[src/rtl/round_robin_arbiter8_if.sv]
// Request/grant bundle between eight requesters and the round-robin arbiter.
// The requester side drives notEN/Req; the arbiter drives the registered grant outputs.
interface round_robin_arbiter8_if;
  logic       notEN;
  logic [7:0] Req;
  logic [7:0] Grant;
  logic [2:0] GrantID;
  logic       Busy;
  logic       Done;

  modport master (
    output notEN,
    output Req,
    input  Grant,
    input  GrantID,
    input  Busy,
    input  Done
  );

  modport slave (
    input  notEN,
    input  Req,
    output Grant,
    output GrantID,
    output Busy,
    output Done
  );
endinterface

[src/rtl/round_robin_arbiter8.sv]
// Eight-way round-robin arbiter with a bounded grant hold time.
// Every grant ends with a one-cycle RELEASE gap that carries the Done pulse.
module round_robin_arbiter8 #(
  parameter int unsigned HOLD_LIMIT = 8
) (
  input logic                      CLK,
  input logic                      notRST,
  round_robin_arbiter8_if.slave    bus
);

  localparam int unsigned NREQ = 8;
  localparam int unsigned IDW  = 3;
  localparam int unsigned CW   = 8;

  // Hold-counter value on the last cycle of a limited grant; unused when HOLD_LIMIT is 0.
  localparam logic [CW-1:0] HOLD_LAST = (HOLD_LIMIT == 0) ? '0 : CW'(HOLD_LIMIT - 1);
  localparam logic [CW-1:0] HOLD_MAX  = '1;

  typedef enum logic [1:0] {
    IDLE    = 2'd0,
    GRANT   = 2'd1,
    RELEASE = 2'd2
  } state_t;

  state_t          state;
  logic [IDW-1:0]  ptr;
  logic [CW-1:0]   hold_cnt;
  logic [NREQ-1:0] grant_q;
  logic [IDW-1:0]  grant_id_q;
  logic            busy_q;
  logic            done_q;

  logic            win_found;
  logic [IDW-1:0]  win_id;
  logic [IDW-1:0]  idx;
  logic            arb_go;
  logic            hold_exit;
  logic            grant_exit;

  // First requester at or after ptr, wrapping 7 -> 0.
  always_comb begin
    win_found = 1'b0;
    win_id    = '0;
    idx       = '0;
    for (int k = 0; k < NREQ; k++) begin
      idx = ptr + IDW'(k);
      if (!win_found && bus.Req[idx]) begin
        win_found = 1'b1;
        win_id    = idx;
      end
    end
  end

  assign arb_go     = !bus.notEN && win_found;
  assign hold_exit  = (HOLD_LIMIT != 0) && (hold_cnt == HOLD_LAST);
  assign grant_exit = !bus.Req[grant_id_q] || bus.notEN || hold_exit;

  always_ff @(posedge CLK or negedge notRST) begin
    if (!notRST) begin
      state      <= IDLE;
      ptr        <= '0;
      hold_cnt   <= '0;
      grant_q    <= '0;
      grant_id_q <= '0;
      busy_q     <= 1'b0;
      done_q     <= 1'b0;
    end else begin
      done_q <= 1'b0;
      case (state)
        IDLE, RELEASE: begin
          if (arb_go) begin
            state      <= GRANT;
            grant_q    <= NREQ'(1) << win_id;
            grant_id_q <= win_id;
            busy_q     <= 1'b1;
            hold_cnt   <= '0;
          end else begin
            state <= IDLE;
          end
        end
        GRANT: begin
          if (grant_exit) begin
            state      <= RELEASE;
            grant_q    <= '0;
            grant_id_q <= '0;
            busy_q     <= 1'b0;
            done_q     <= 1'b1;
            ptr        <= grant_id_q + IDW'(1);
          end else if (hold_cnt != HOLD_MAX) begin
            hold_cnt <= hold_cnt + CW'(1);
          end
        end
        default: begin
          state      <= IDLE;
          grant_q    <= '0;
          grant_id_q <= '0;
          busy_q     <= 1'b0;
        end
      endcase
    end
  end

  assign bus.Grant   = grant_q;
  assign bus.GrantID = grant_id_q;
  assign bus.Busy    = busy_q;
  assign bus.Done    = done_q;

endmodule

[src/flat_wrapper.sv]
// flat-port wrapper written by rule: the top's interface ports become plain ports
module round_robin_arbiter8_flat 
#(
  parameter int unsigned HOLD_LIMIT = 8
)
  (CLK, notRST, bus_notEN, bus_Req, bus_Grant, bus_GrantID, bus_Busy, bus_Done);
  round_robin_arbiter8_if bus_i ();
  input logic CLK;
  input logic notRST;
  input wire logic [$bits(bus_i.notEN)-1:0] bus_notEN;
  input wire logic [$bits(bus_i.Req)-1:0] bus_Req;
  output wire logic [$bits(bus_i.Grant)-1:0] bus_Grant;
  output wire logic [$bits(bus_i.GrantID)-1:0] bus_GrantID;
  output wire logic [$bits(bus_i.Busy)-1:0] bus_Busy;
  output wire logic [$bits(bus_i.Done)-1:0] bus_Done;
  assign bus_i.notEN = bus_notEN;
  assign bus_i.Req = bus_Req;
  assign bus_Grant = bus_i.Grant;
  assign bus_GrantID = bus_i.GrantID;
  assign bus_Busy = bus_i.Busy;
  assign bus_Done = bus_i.Done;
  round_robin_arbiter8 #(.HOLD_LIMIT(HOLD_LIMIT)) u_core (.CLK(CLK), .notRST(notRST), .bus(bus_i));
endmodule
[config.mk]
export PLATFORM = sky130hd
export DESIGN_NAME = round_robin_arbiter8_flat
export DESIGN_NICKNAME = d
export VERILOG_FILES = /design/src/rtl/round_robin_arbiter8_if.sv /design/src/rtl/round_robin_arbiter8.sv /design/src/flat_wrapper.sv
export SDC_FILE = /design/constraint.sdc
export NUM_CORES = 1
export LEC_CHECK = 0
export BUFFER_PORTS_ARGS = -buffer_cell sky130_fd_sc_hd__buf_4
export CAP_MARGIN = 30
export CORE_ASPECT_RATIO = 0.75
export CORE_MARGIN = 8
export CORE_UTILIZATION = 35
export CTS_BUF_LIST = sky130_fd_sc_hd__clkbuf_4
export DETAILED_ROUTE_END_ITERATION = 10
export GPL_ROUTABILITY_DRIVEN = 0
export HOLD_SLACK_MARGIN = 0.06
export PLACE_DENSITY = 0.5
export SKIP_LAST_GASP = 1
export SLEW_MARGIN = 20
export SYNTH_ARGS = -nofsm -noshare
export SYNTH_HDL_FRONTEND = slang
export SYNTH_SLANG_ARGS = --single-unit
export TNS_END_PERCENT = 1
[constraint.sdc]
create_clock -name CLK -period 7.35 [get_ports CLK]
set_input_delay 1.47 -clock CLK [delete_from_list [all_inputs] [get_ports CLK]]
set_output_delay 1.47 -clock CLK [all_outputs]
set_load 0.02 [all_outputs]
# After elaboration in Yosys (flattened, before gate mapping)
# Cells that the tools add are included.
dict set report word_totals {
  register_bits 26
  inputBits 11
  wordCells 111
}
dict set report classes {
  add_sub_neg 9
  magnitude_cmp 9
  eq_ne 8
  n_shift 1
  mux 52
  n_reduce_logical 25
}
# operator n
set op_table {}
lappend op_table {{8-bit two-way mux} 5}
lappend op_table {{3-bit by 4-bit < comparator with 1-bit output (second input constant)} 9}
lappend op_table {{8-bit one-hot mux with 2 select lines} 2}
lappend op_table {{3-bit two-way mux} 10}
lappend op_table {{1-bit binary-select mux with 3-bit select} 9}
lappend op_table {{1-bit two-way mux} 22}
lappend op_table {{3-bit adder (second input constant)} 4}
lappend op_table {{1-bit zero test} 9}
lappend op_table {{8-bit by 1-bit adder with 8-bit output (second input constant)} 1}
lappend op_table {{8-bit by 3-bit equality test with 1-bit output (second input constant)} 1}
lappend op_table {{1-bit logical AND} 8}
lappend op_table {{8-bit != test (second input constant)} 1}
lappend op_table {{1-bit by 3-bit << shifter with 8-bit output (first input constant)} 1}
lappend op_table {{3-bit by 1-bit adder with 3-bit output (second input constant)} 2}
lappend op_table {{3-bit by 2-bit adder with 3-bit output (second input constant)} 2}
lappend op_table {{2-bit by 1-bit != test with 1-bit output (second input constant)} 3}
lappend op_table {{3-bit one-hot mux with 2 select lines} 1}
lappend op_table {{2-bit one-hot mux with 2 select lines} 1}
lappend op_table {{2-bit AND reduction} 2}
lappend op_table {{4-bit AND reduction} 1}
lappend op_table {{2-bit by 1-bit equality test with 1-bit output (second input constant)} 1}
lappend op_table {{2-bit equality test (second input constant)} 1}
lappend op_table {{2-bit zero test} 1}
lappend op_table {{1-bit logical OR} 2}
lappend op_table {{5 further kinds} 5}

# Logic depth before layout (Yosys ltp)
dict set report depth {
  depth_word 27
  depth_mapped 12
  ltp_nobuf 9
}

# Least setup slack after synthesis
# No wires, ideal clock.
dict set report synth_timing {
  path_type {input-to-reg}
  from {in bus_Req[7]}
  to {reg u_core.grant_q[2], in the netlist u_core.bus.Grant[2]}
  setup_ns 0.122
  arrival_ns 3.365
  t_required_ns 7.228
  slack_ns 3.863
  stages 6
  path_buffers 0
  path_cell_list {mux4_1 mux2_4 a32o_1 a2111o_1 and2_4 a32o_1}
}
dict set report synth_via {
  elab_chain_len 27
  word_cells_on_any_way 58
  classes_between {2 x eq/ne; 1 x shift; 36 x mux; 19 x reduce/logical}
}
# item line_no
set synth_lines {}
lappend synth_lines {{from (decl)} flat_wrapper.sv:11} ;# input wire logic [$bits(bus_i.Req)-1:0] bus_Req;
lappend synth_lines {{1-bit binary-select mux with 3-bit select} round_robin_arbiter8.sv:47} ;# if (!win_found && bus.Req[idx]) begin
lappend synth_lines {{1-bit two-way mux (not written as such)} round_robin_arbiter8.sv:47}
lappend synth_lines {{1-bit two-way mux} round_robin_arbiter8.sv:47}
lappend synth_lines {{1-bit zero test} round_robin_arbiter8.sv:47}
lappend synth_lines {{1-bit logical AND} round_robin_arbiter8.sv:47}
lappend synth_lines {{1-bit two-way mux} round_robin_arbiter8.sv:47}
lappend synth_lines {{1-bit zero test} round_robin_arbiter8.sv:47}
lappend synth_lines {{1-bit logical AND} round_robin_arbiter8.sv:47}
lappend synth_lines {{[11 not listed]} n/a}
lappend synth_lines {{1-bit logical AND} round_robin_arbiter8.sv:47}
lappend synth_lines {{1-bit two-way mux} round_robin_arbiter8.sv:47}
lappend synth_lines {{1-bit zero test} round_robin_arbiter8.sv:47}
lappend synth_lines {{1-bit logical AND} round_robin_arbiter8.sv:47}
lappend synth_lines {{3-bit two-way mux / 1-bit two-way mux (equally long branches)} round_robin_arbiter8.sv:47}
lappend synth_lines {{1-bit by 3-bit << shifter with 8-bit output / 1-bit logical AND (equally long branches)} {round_robin_arbiter8.sv:73, round_robin_arbiter8.sv:54}}
lappend synth_lines {{8-bit two-way mux / 2-bit by 1-bit != test with 1-bit output (equally long branches)} n/a}
lappend synth_lines {{8-bit one-hot mux with 2 select lines / 2-bit AND reduction (equally long branches)} n/a}
lappend synth_lines {{to (signal assigned)} round_robin_arbiter8.sv:73} ;# grant_q <= NREQ'(1) << win_id;
lappend synth_lines {{to (decl)} round_robin_arbiter8.sv:28} ;# logic [NREQ-1:0] grant_q;
# Parallel ways exist; a longest one is shown, timed or not. The select of a mux whose other input is x is not followed.
# A chain may end at the register's enable or synchronous reset.

# Worst setup path in the final report
dict set report layout_timing {
  from {reg u_core.ptr[1]}
  to {reg u_core.grant_q[1], in the netlist u_core.bus.Grant[1]}
}
dict set report layout_via {
  elab_chain_len 27
  word_cells_on_any_way 59
  classes_between {7 x add/sub; 1 x eq/ne; 1 x shift; 34 x mux; 16 x reduce/logical}
}
# item line_no
set layout_lines {}
lappend layout_lines {{from (decl)} round_robin_arbiter8.sv:26} ;# logic [IDW-1:0] ptr;
lappend layout_lines {{from (signal assigned)} round_robin_arbiter8.sv:88} ;# ptr <= grant_id_q + IDW'(1);
lappend layout_lines {{branches (longest 27 deep; another with 3-bit by 1-bit adder with 3-bit output)} n/a}
# Parallel ways; which one is timed is not known. The select of a mux whose other input is x is not followed.

==> run metrics <==
status=finished, final reports clean; delay-heaviest family, CP=compound AO/OA/AOI/OAI gates; num ports=24; Reg area=651 µm²; largest net degree at the start of global routing=27; drt initial violations=135; WS Path Type=flop to flop; hold_buf cts=0; final antenna-violating net count=0; HPWL Detailed=3430 µm; dominant synthesized flop cell=dfrtp_1; initial antenna violation count=0; setup_tns=0 ns; Yosys top cell area share=33.5%; RSZ-0062 raised after global routing=false; Synth Register Bits=26; Setup Buffers After CTS=0; Die Span Y=80.5 µm; Synth Cell Area=1940 µm²; Cell Chain, Critical Path=inv_1 > ha_1 > mux4_2 > mux2_2 > nor4b_1 > a41oi_1 > o21ai_1 > nand2_1 > o31ai_1; top post-synthesis cells by area=dfrtp_1 (33%), mux4_2 (12%), mux2i_1 (4.6%); CTS clk-pin slew, worst paths=0.14 ns; crit path capture type=flop; fin nets=234; asr flop ratio synth=100%; MaxCap Viol Count=0; # diodes=0; syn_nets=213; Die Footprint=8220 µm²; DRC Markers=0; Critical Path AT=4.18 ns; drt pass-1 iters=4; dpl cell area=2160 µm²; clk root buf=clkbuf_4; global-route wire length before repair=7470 µm; Worst-Margin Slew=0.831 ns; Final Hold Viols=0; Synth area leader=dfrtp_1; most common library cells after synthesis=dfrtp_1 (26), nand2_1 (18), nor2_1 (16); Slew HR=44.2%; Synth Area per Inst=9.81 µm²; Hold WC Path Type=flop to flop; row cnt=23; VDD IR max=0.115 mV; Clk Latency, worst-skew pair=0.32 ns; Core Area=5350 µm²; pwr dens=424 nW/µm²; routed via count=1605; count of cell types in the netlist=44; Max stage delay cell, worst path=dfrtp_1; routed len/inst=15.6 µm; cts bufs inserted=3; CTS tree=yes; area of the multi-input gates=1200 µm²; CTS resizes=0; GRT overflow=0; layout cells sized above 1=19.7%; final cell utilization of the core=40.9%; Post-synth EDFFs=0; Pleak=0.919 nW; Synth-to-Final Area Change=12.7%; die span in x=102 µm; clock skew=0.0103 ns; routed vias/inst=5.48; Worst Setup Start Kind=flop; Synth Instances=198; Final min period=3.94 ns; filler cell count=550; Max clock buf depth=2; fin area=2190 µm²; GR Util All Layers=11.3%; CP Max Fanout=14; Sink Count=26; Final setup viols=0; most frequent cell after synthesis=dfrtp_1; CP bufs+invs=1; initial core utilization=36.3%; WL final=4570 µm; final slew viol count=0; Peak Freq=0.254 GHz; delay of the slowest cell on the worst path=0.74 ns; number of global-route vias before repair=1493; Final period util=53.6%; synth warn=0; number of port buffers=23; H-tree levels=1; post-synthesis sequential area ratio=33.5%; CP required=7.59 ns
## layout by cell type (no fill, tap or decap), types with 2 or more instances in the layout
master	count
o22ai_1	4
mux4_1	2
mux2i_1	9
mux4_2	10
o21bai_1	2
buf_4	23
a21oi_1	12
nand2_1	18
o21ai_1	4
nor2_1	16
nand2b_1	3
nor3_1	3
a32o_1	5
dfrtp_1	26
nand3_1	8
inv_1	11
clkbuf_4	3
or4_1	2
mux2_2	4
o31ai_1	5
ha_1	4
xnor2_1	8
nand4_1	2
o21ai_0	10
nor2b_1	3
or3_1	3
## stage by stage
step / std cells / total power (W) / setup slack, ns / hold slack [ns]
floorplan: 198 / 0.000725 / 3.86 / 0.476
global placement: 289 / 0.000887 / 3.25 / 0.467
detailed placement: 289 / 0.000867 / 3.29 / 0.473
CTS: 293 / 0.000932 / 3.41 / 0.505
global route: 293 / 0.00100 / 3.07 / 0.525
finish: 293 / 0.000928 / 3.41 / 0.498
## area by class of cell
type	instances	share of cell area [%]
Tap cell	75	4.29
Inverter	11	1.89
Sequential cell	26	29.7
Clock inverter	1	0.171
Clock buffer	3	1.03
Multi-Input combinational cell	154	55.0
Timing Repair Buffer	23	7.89
## cell families after synthesis
| group | count (synthesis) | share of synthesized area (%) |
|---|---|---|
| flip-flops | 26 | 33.5 |
| multiplexers | 26 | 22.0 |
| AND/OR/NAND/NOR | 63 | 15.6 |
| adder cells (fa/ha/maj) | 4 | 2.58 |
| buffers and inverters | 18 | 4.51 |
| AO/OA/AOI/OAI | 52 | 17.7 |
| XOR/XNOR | 9 | 4.06 |
## sequential cells by signal (all words and copies together) (netlist names)
signal              flops
u_core.ptr              3
u_core.bus.Done         1
u_core.state            2
u_core.hold_cnt         8
u_core.bus.Grant        8
u_core.bus.GrantID      3
u_core.bus.Busy         1
## worst register-to-register path: cells and delay by family, from the launching register on
| family | cells | cell delay, ns |
|---|---|---|
| mux | 2 | 0.96 |
| fa+ha+maj | 1 | 0.53 |
| buf+inv | 1 | 0.21 |
| simple gates | 2 | 0.45 |
| compound gates | 3 | 0.98 |
| flops | 1 | 0.74 |
## routing by layer
layer | GRT usage, % | routed length (µm) | vias to the layer above
met3 | 2.59 | 208 | 2
met4 | 1.75 | 15 | 0
met5 | 0 | 0 | -
met1 | 16.8 | 2380 | 777
li1 | - | - | 793
met2 | 16.3 | 1960 | 33
## path summary, 6_finish.rpt
path                                                  from                               to  slack (ns)  cells after the start
setup / recovery                 u_core.ptr[1]$_DFFE_PN0P_  u_core.bus.Grant[1]$_DFFE_PN0P_        3.41                      9
hold / removal             u_core.bus.Grant[3]$_DFFE_PN0P_  u_core.bus.Grant[3]$_DFFE_PN0P_        0.50                      2
setup reg to reg                 u_core.ptr[1]$_DFFE_PN0P_  u_core.bus.Grant[1]$_DFFE_PN0P_        3.41                      9
hold reg to reg            u_core.bus.Grant[3]$_DFFE_PN0P_  u_core.bus.Grant[3]$_DFFE_PN0P_        0.50                      2
max in group asynchronous                           notRST   u_core.hold_cnt[3]$_DFFE_PN0P_        6.05                      1
min in group asynchronous                           notRST  u_core.bus.Grant[3]$_DFFE_PN0P_        1.03                      1
## power breakdown
group          total [W]  leakage (nW)  internal, W  switching, W
clock          0.0000602        0.0154    0.0000199     0.0000404
combinational   0.000632         0.559     0.000276      0.000356
sequential      0.000236         0.345     0.000178     0.0000575
total           0.000928         0.919     0.000474      0.000454
Power figures use the tool's default switching activity.
